<file path="src/rtl/mem_arb_multi.sv">
// N-channel burst arbiter: round-robin or fixed-priority selection of cache/DMA
// clients onto a single burst-capable main-memory port.

module mem_arb_lane (
    input  logic granted,
    input  logic cmd_phase,
    input  logic data_phase,
    input  logic mm_waitrequest,
    input  logic mm_rd_valid,
    output logic waitrequest,
    output logic rd_valid
);
    // Only the granted lane ever sees memory back-pressure or read beats.
    assign waitrequest = (granted && cmd_phase) ? mm_waitrequest : 1'b1;
    assign rd_valid    = granted && data_phase && mm_rd_valid;
endmodule

module mem_arb_multi #(
    parameter int NCHAN          = 4,
    parameter int ADDR_WIDTH     = 32,
    parameter int DATA_WIDTH     = 32,
    parameter int BURSTLEN_WIDTH = 3,
    parameter int RR_MODE        = 1
) (
    input  logic                             clock,
    input  logic                             reset,
    input  logic [NCHAN*ADDR_WIDTH-1:0]      c_addr,
    input  logic [NCHAN*BURSTLEN_WIDTH-1:0]  c_burst_len,
    input  logic [NCHAN*DATA_WIDTH-1:0]      c_wr_data,
    input  logic [NCHAN-1:0]                 c_wr,
    input  logic [NCHAN-1:0]                 c_rd,
    output logic [NCHAN-1:0]                 c_waitrequest,
    output logic [DATA_WIDTH-1:0]            c_rd_data,
    output logic [NCHAN-1:0]                 c_rd_valid,
    output logic [ADDR_WIDTH-1:0]            mm_addr,
    output logic [BURSTLEN_WIDTH-1:0]        mm_burst_len,
    output logic [DATA_WIDTH-1:0]            mm_data_out,
    output logic                             mm_wr,
    output logic                             mm_rd,
    input  logic                             mm_waitrequest,
    input  logic [DATA_WIDTH-1:0]            mm_data_in,
    input  logic                             mm_rd_valid
);
    localparam int CW = $clog2(NCHAN);

    typedef enum logic [1:0] {IDLE, RD_CMD, RD_DATA, WR_DATA} state_t;

    state_t                    state, state_nxt;
    logic [CW-1:0]             grant, grant_nxt, rr_ptr, rr_nxt, winner, grant_inc;
    logic [BURSTLEN_WIDTH-1:0] beat_cnt, beat_nxt;
    logic [NCHAN-1:0]          req;
    logic                      found;
    logic [CW:0]               idx;

    logic [NCHAN-1:0][ADDR_WIDTH-1:0]     addr_a;
    logic [NCHAN-1:0][BURSTLEN_WIDTH-1:0] blen_a;
    logic [NCHAN-1:0][DATA_WIDTH-1:0]     wdata_a;

    assign addr_a    = c_addr;
    assign blen_a    = c_burst_len;
    assign wdata_a   = c_wr_data;
    assign req       = c_rd | c_wr;
    assign grant_inc = (grant == CW'(NCHAN - 1)) ? '0 : grant + CW'(1);
    assign c_rd_data = mm_data_in;

    // Scan starts at rr_ptr (RR) or at 0 (fixed); first requester found wins.
    always_comb begin
        winner = '0;
        found  = 1'b0;
        idx    = '0;
        for (int k = 0; k < NCHAN; k++) begin
            idx = (RR_MODE != 0) ? {1'b0, rr_ptr} + (CW+1)'(k) : (CW+1)'(k);
            if (idx >= (CW+1)'(NCHAN))
                idx = idx - (CW+1)'(NCHAN);
            if (!found && req[idx[CW-1:0]]) begin
                found  = 1'b1;
                winner = idx[CW-1:0];
            end
        end
    end

    always_ff @(posedge clock or posedge reset) begin
        if (reset) begin
            state    <= IDLE;
            grant    <= '0;
            beat_cnt <= '0;
            rr_ptr   <= '0;
        end else begin
            state    <= state_nxt;
            grant    <= grant_nxt;
            beat_cnt <= beat_nxt;
            rr_ptr   <= rr_nxt;
        end
    end

    always_comb begin
        state_nxt    = state;
        grant_nxt    = grant;
        beat_nxt     = beat_cnt;
        rr_nxt       = rr_ptr;
        mm_rd        = 1'b0;
        mm_wr        = 1'b0;
        mm_addr      = '0;
        mm_burst_len = '0;
        mm_data_out  = '0;
        case (state)
            IDLE: begin
                if (found) begin
                    grant_nxt = winner;
                    beat_nxt  = blen_a[winner];
                    state_nxt = c_wr[winner] ? WR_DATA : RD_CMD;
                end
            end
            RD_CMD: begin
                mm_rd        = 1'b1;
                mm_addr      = addr_a[grant];
                mm_burst_len = blen_a[grant];
                if (!mm_waitrequest)
                    state_nxt = RD_DATA;
            end
            RD_DATA: begin
                if (mm_rd_valid) begin
                    if (beat_cnt == '0) begin
                        state_nxt = IDLE;
                        rr_nxt    = grant_inc;
                    end else begin
                        beat_nxt = beat_cnt - 1'b1;
                    end
                end
            end
            WR_DATA: begin
                // A client dropping c_wr mid-burst stalls the burst rather than aborting it.
                mm_wr        = c_wr[grant];
                mm_addr      = addr_a[grant];
                mm_burst_len = blen_a[grant];
                mm_data_out  = wdata_a[grant];
                if (c_wr[grant] && !mm_waitrequest) begin
                    if (beat_cnt == '0) begin
                        state_nxt = IDLE;
                        rr_nxt    = grant_inc;
                    end else begin
                        beat_nxt = beat_cnt - 1'b1;
                    end
                end
            end
            default: state_nxt = IDLE;
        endcase
    end

    for (genvar i = 0; i < NCHAN; i++) begin : g_lane
        mem_arb_lane u_lane (
            .granted        (grant == CW'(i)),
            .cmd_phase      ((state == RD_CMD) || (state == WR_DATA)),
            .data_phase     (state == RD_DATA),
            .mm_waitrequest (mm_waitrequest),
            .mm_rd_valid    (mm_rd_valid),
            .waitrequest    (c_waitrequest[i]),
            .rd_valid       (c_rd_valid[i])
        );
    end
endmodule

</file>
<file path="config.mk">
export PLATFORM = sky130hd
export DESIGN_NAME = mem_arb_multi
export DESIGN_NICKNAME = d
export VERILOG_FILES = /design/src/rtl/mem_arb_multi.sv
export SDC_FILE = /design/constraint.sdc
export NUM_CORES = 1
export LEC_CHECK = 0
export ABC_AREA = 1
export CORE_AREA = 2 2 165 167
export CTS_BUF_LIST = sky130_fd_sc_hd__clkbuf_8 sky130_fd_sc_hd__clkbuf_16
export DETAILED_ROUTE_END_ITERATION = 10
export DIE_AREA = 0 0 167 169
export SLEW_MARGIN = 30
export SYNTH_ARGS = -nofsm -noshare
export SYNTH_HDL_FRONTEND = slang
export SYNTH_SLANG_ARGS = --single-unit
</file>
<file path="constraint.sdc">
create_clock -name clock -period 5.1 [get_ports clock]
set_clock_uncertainty 0.15 [all_clocks]
set_input_delay 0.765 -clock clock [delete_from_list [all_inputs] [get_ports clock]]
set_output_delay 0.765 -clock clock [all_outputs]
set_load 0.1 [all_outputs]
</file>
**Word level (Yosys, flattened, before mapping)**

Cells that the tools add are included.

- Add/sub/neg operators: 9
- $lt $le $gt $ge: 10
- Eq/ne operators: 10
- Mux-type cells: 58
- Bitwise logic cells: 1
- Reduce and logical (&&, ||, !) cells: 31

Operators with widths:

| cell | number |
|---|---|
| $bmux W32 S2 | 2 |
| $mux W32 | 4 |
| $mux W2 | 18 |
| $mux W3 | 7 |
| $lt A2 B3 Y1 const B | 6 |
| $logic_and A1 B1 Y1 | 16 |
| $mux W1 | 16 |
| $bmux W1 S2 | 6 |
| $bmux W3 S2 | 2 |
| $ge A3 B3 Y1 const B | 3 |
| $pmux W3 S3 | 1 |
| $eq A2 B2 Y1 const B | 4 |
| $ne A2 B2 Y1 const B | 4 |
| $pmux W2 S4 | 1 |
| $reduce_and A4 Y1 | 2 |
| $sub A2 B1 Y2 const B | 4 |
| $add A2 B2 Y3 const B | 2 |
| $eq A2 B1 Y1 const B | 2 |
| $logic_not A1 Y1 | 4 |
| $logic_not A2 Y1 | 2 |
| $or A4 B4 Y4 | 1 |
| $pmux W2 S2 | 1 |
| $add A2 B1 Y3 const B | 1 |
| $ge A2 B3 Y1 const B | 1 |
| other kinds (9) | 9 |

- Register bits after elaboration: 9
- Input port bits: 312
- Word-level logic and storage cells: 123

**Depth between registers and ports, before layout**

- Depth after elaboration: 19
- Mapped depth: 15

**Cells and area by module**

Synthesis repeated with hierarchy kept, for this count alone.

- Cell total of the unflattened synthesis: 739
- Area, all modules: 3,575.9 µm²

Modules (own cells, without submodules):

| module | instances | cells each | area each (µm²) | sequential area each (µm²) |
|---|---|---|---|---|
| mem_arb_multi | 1 | 719 | 3,485.8 | 225.2 |
| mem_arb_lane | 4 | 5 | 22.5 | 0.0 |

**Least setup slack after synthesis**

Ideal clock, no wire load.

- Path type: reg-to-output
- Start: reg grant[0]
- End: out mm_data_out[20]
- Arrival time: 2.688 ns
- Required time: 4.185 ns
- Slack: 1.497 ns
- Stages on the path, launching flop included: 6
- Buffers on the path: 2
- Path through: dfrtp_1 inv_2 clkbuf_1 clkbuf_1 o21ai_0 a21oi_1

- Cells in the longest elaborated chain, start to end: 3

RTL lines:

| item | line | text |
|---|---|---|
| start: declaration | 49 | `logic [CW-1:0] grant, grant_nxt, rr_ptr, rr_nxt, winner, grant_inc;` |
| start signal: assignment | 90 | `grant <= grant_nxt;` |
| $bmux W32 S2 | 136 | `mm_data_out = wdata_a[grant];` |
| $mux W32 (not written as such) | 136 |  |
| $mux W32 | 106 | `case (state)` |
| end: declaration | 37 | `output logic [DATA_WIDTH-1:0] mm_data_out,` |

No other way between the ends. The select of a mux whose other input is x is not followed.

**Worst setup path after layout**

- Start: in mm_rd_valid
- End: out c_rd_valid[3]

- Cells in the longest elaborated chain, start to end: 1

RTL lines:

| item | line | text |
|---|---|---|
| start: declaration | 42 | `input logic mm_rd_valid` |
| $logic_and A1 B1 Y1 | 15 | `assign rd_valid = granted && data_phase && mm_rd_valid;` |
| end: declaration | 34 | `output logic [NCHAN-1:0] c_rd_valid,` |

No other way between the ends.

==> impl_metrics.env <==
export IMPL_hpwl_um=16400
export IMPL_synthArstFlopShare_pct=100
export IMPL_place_area_um2=6990
export IMPL_ys_seq_area_share_pct=6.23
export IMPL_timing_fmax_mhz=277
export IMPL_die_h_um=169
export IMPL_synth_most_common_cell="nor2_1"
export IMPL_track_usage_pct=13.5
export IMPL_synth_area_leaders="nor2_1 (28%), o21ai_0 (19%), a21oi_1 (11%)"
export IMPL_cp_cell_sequence="clkdlybuf4s50_1 -> nand3_1 -> nor2_1 -> clkdlybuf4s50_1"
export IMPL_crit_slowest_cell="clkdlybuf4s50_1"
export IMPL_synth_top_area_share_pct=27.8
export IMPL_fin_crit_sh_pct=70.9
export IMPL_dieWidth_um=167
export IMPL_clk_pin_slew_ns=0.04
export IMPL_root_buffer="clkbuf_16"
export IMPL_post_cts_buffers=0
export IMPL_drt_wl_total_um=20700
export IMPL_portBuffers=356
export IMPL_synth_area_leader_cell="nor2_1"
export IMPL_vias=5820
export IMPL_yosys_warnings=0
export IMPL_hold_path_class="reg2reg"
export IMPL_p_leak_nw=2.96
export IMPL_finalSetupViolCount=0
export IMPL_cts_tree="built"
export IMPL_antenna_found_initial=0
export IMPL_gp_congestion=0.843
export IMPL_hold_buffers=0
export IMPL_diodes=0
export IMPL_powerDensity_nw_per_um2=691
export IMPL_ctsResizeCount=0
export IMPL_relSlewSlack_pct=35.3
export IMPL_die_area_um2=28200
export IMPL_grt_pass1_wl_um=30800
export IMPL_synth_distinct_cells=25
export IMPL_ir_drop_mv=0.503
export IMPL_cpPeakStageDelay_ns=1.14
export IMPL_ios=421
export IMPL_critPathCaptureType="primary output"
export IMPL_syn_nets=1063
export IMPL_syn_area_um2=3620
export IMPL_arrival_ns=2.70
export IMPL_hold_viol_final=0
export IMPL_fp_coreArea_um2=26500
export IMPL_drt_initial_drc_count=365
export IMPL_cp_common_cell="clkdlybuf4s50_1"
export IMPL_wire_per_inst_um=15.2
export IMPL_path_max_fanout=4
export IMPL_min_period_ns=3.61
export IMPL_crit_buf_inv=2
export IMPL_status="finished clean"
export IMPL_synth_commonest_cells="nor2_1 (268), o21ai_0 (137), a21oi_1 (79)"
export IMPL_critical_path_top_delay_family="buffers and inverters"
export IMPL_htreeDepth=1
export IMPL_grt_max_degree=70
export IMPL_clockBufferDepth=2
export IMPL_ant_nets=0
export IMPL_worst_pin_slew_ns=0.967
export IMPL_avgSynthCellArea_um2=4.86
export IMPL_synth_edf_count=0
export IMPL_rsz0062_at_grt="no"
export IMPL_drt_pass1_iterations=5
export IMPL_postSynthCellCount=745
export IMPL_clkSinkCount=9
export IMPL_nets=1340
export IMPL_areaGrowthSynthToFinish_pct=95.4
export IMPL_ys_ff_latch=9
export IMPL_worstSetupPathType="in2out"
export IMPL_drv_cap=0
export IMPL_worst_ep_required_time_ns=4.18
export IMPL_first_global_vias=5520
export IMPL_rows=60
export IMPL_grt_overflow=0
export IMPL_drc=0
export IMPL_layout_drive_gt1_share_pct=10.2
export IMPL_via_per_inst=4.27
export IMPL_start_util_pct=13.6
export IMPL_cts_buffers=3
export IMPL_postLayoutCellArea_um2=7070
export IMPL_tns_ns=0
export IMPL_worstSetupStartpointType="primary input"
export IMPL_synth_main_ff_cell="dfrtp_1"
export IMPL_clock_latency_ns=0.24
export IMPL_whs_ns=0.326
export IMPL_slew_violations=0
-- path summary, 6_finish.rpt --
kind                            endpoint   startpoint  cells after the start  slack, ns
setup / recovery           c_rd_valid[3]  mm_rd_valid                      4       1.49
setup reg to reg             beat_cnt[1]     grant[0]                     11       2.21
hold / removal               beat_cnt[1]  beat_cnt[1]                      2       0.33
hold reg to reg              beat_cnt[1]  beat_cnt[1]                      2       0.33
min in group asynchronous      rr_ptr[1]        reset                      2       0.67
max in group asynchronous       grant[0]        reset                      2       3.81
-- cell families after synthesis --
| group | count (synthesis) | share of synthesized area, % |
|---|---|---|
| simple gates | 376 | 42.2 |
| buf+inv | 133 | 18.7 |
| flops | 9 | 6.23 |
| xor+xnor | 1 | 0.242 |
| fa+ha+maj | 6 | 2.08 |
| compound gates | 220 | 30.5 |
-- where the power goes --
part / internal, W / switching (W)
clock: 0.000103 / 0.0000370
sequential: 0.000112 / 0.000102
combinational: 0.00109 / 0.00344
total: 0.00131 / 0.00358
-- sequential cells by signal, summed over array words and instances (netlist names) --
register and cells:
rr_ptr 2, state 2, beat_cnt 3, grant 2
-- metrics by stage --
stage | power (W) | util (%) | std cells | worst slack, ns
after floorplan | 0.00376 | - | 745 | 1.50
after global placement | 0.00474 | 26.4 | 1358 | 1.51
after detailed placement | 0.00477 | 26.4 | 1358 | 1.49
after CTS | 0.00492 | 26.7 | 1362 | 1.49
after global routing | 0.00522 | 26.7 | 1362 | 1.35
final | 0.00489 | 26.7 | 1362 | 1.49
-- worst reg2reg max path, delay by kind of cell (launching register included) --
family,cells,cell delay [ns]
AOI/OAI and AO/OA,5,0.82
buffers and inverters,2,0.74
DFF,1,0.72
and+or+nand+nor,4,0.39
-- routing by layer --
layer,track usage (%),share of wire [%],up-vias,routed length [um]
li1,-,-,2937,-
met1,17.3,43,2558,8820
met2,23.3,48,287,9900
met3,2.81,7.5,38,1560
met4,3.11,2.2,0,454
met5,0,0,-,0
-- cell usage in the layout (no fill, tap or decap), drive strengths merged --
cell           Yosys  layout
nor2             269     269
a31oi              1       1
clkdlybuf4s50      0     282
clkbuf            38       3
nand3             30      30
buf               56      84
a21oi             79      79
nand4             11      11
nor3               1       1
ha                 6       6
xnor2              1       1
o31ai              1       1
nand2             65      65
dfrtp              9       9
clkinv             0       1
o21ai            139     139
inv               39      39
-- cell type report --
cell class              instances  area, um^2
clock buffers                   3        75.1
flip-flops and latches          9         230
inverters                      39         153
clock inverters                 1        3.75
multi-input cells             603        2710
repair buffers                366        3470
well taps                     341         427
fillers                      2979       19400
No activity file was read; power rests on OpenSTA's default activity.
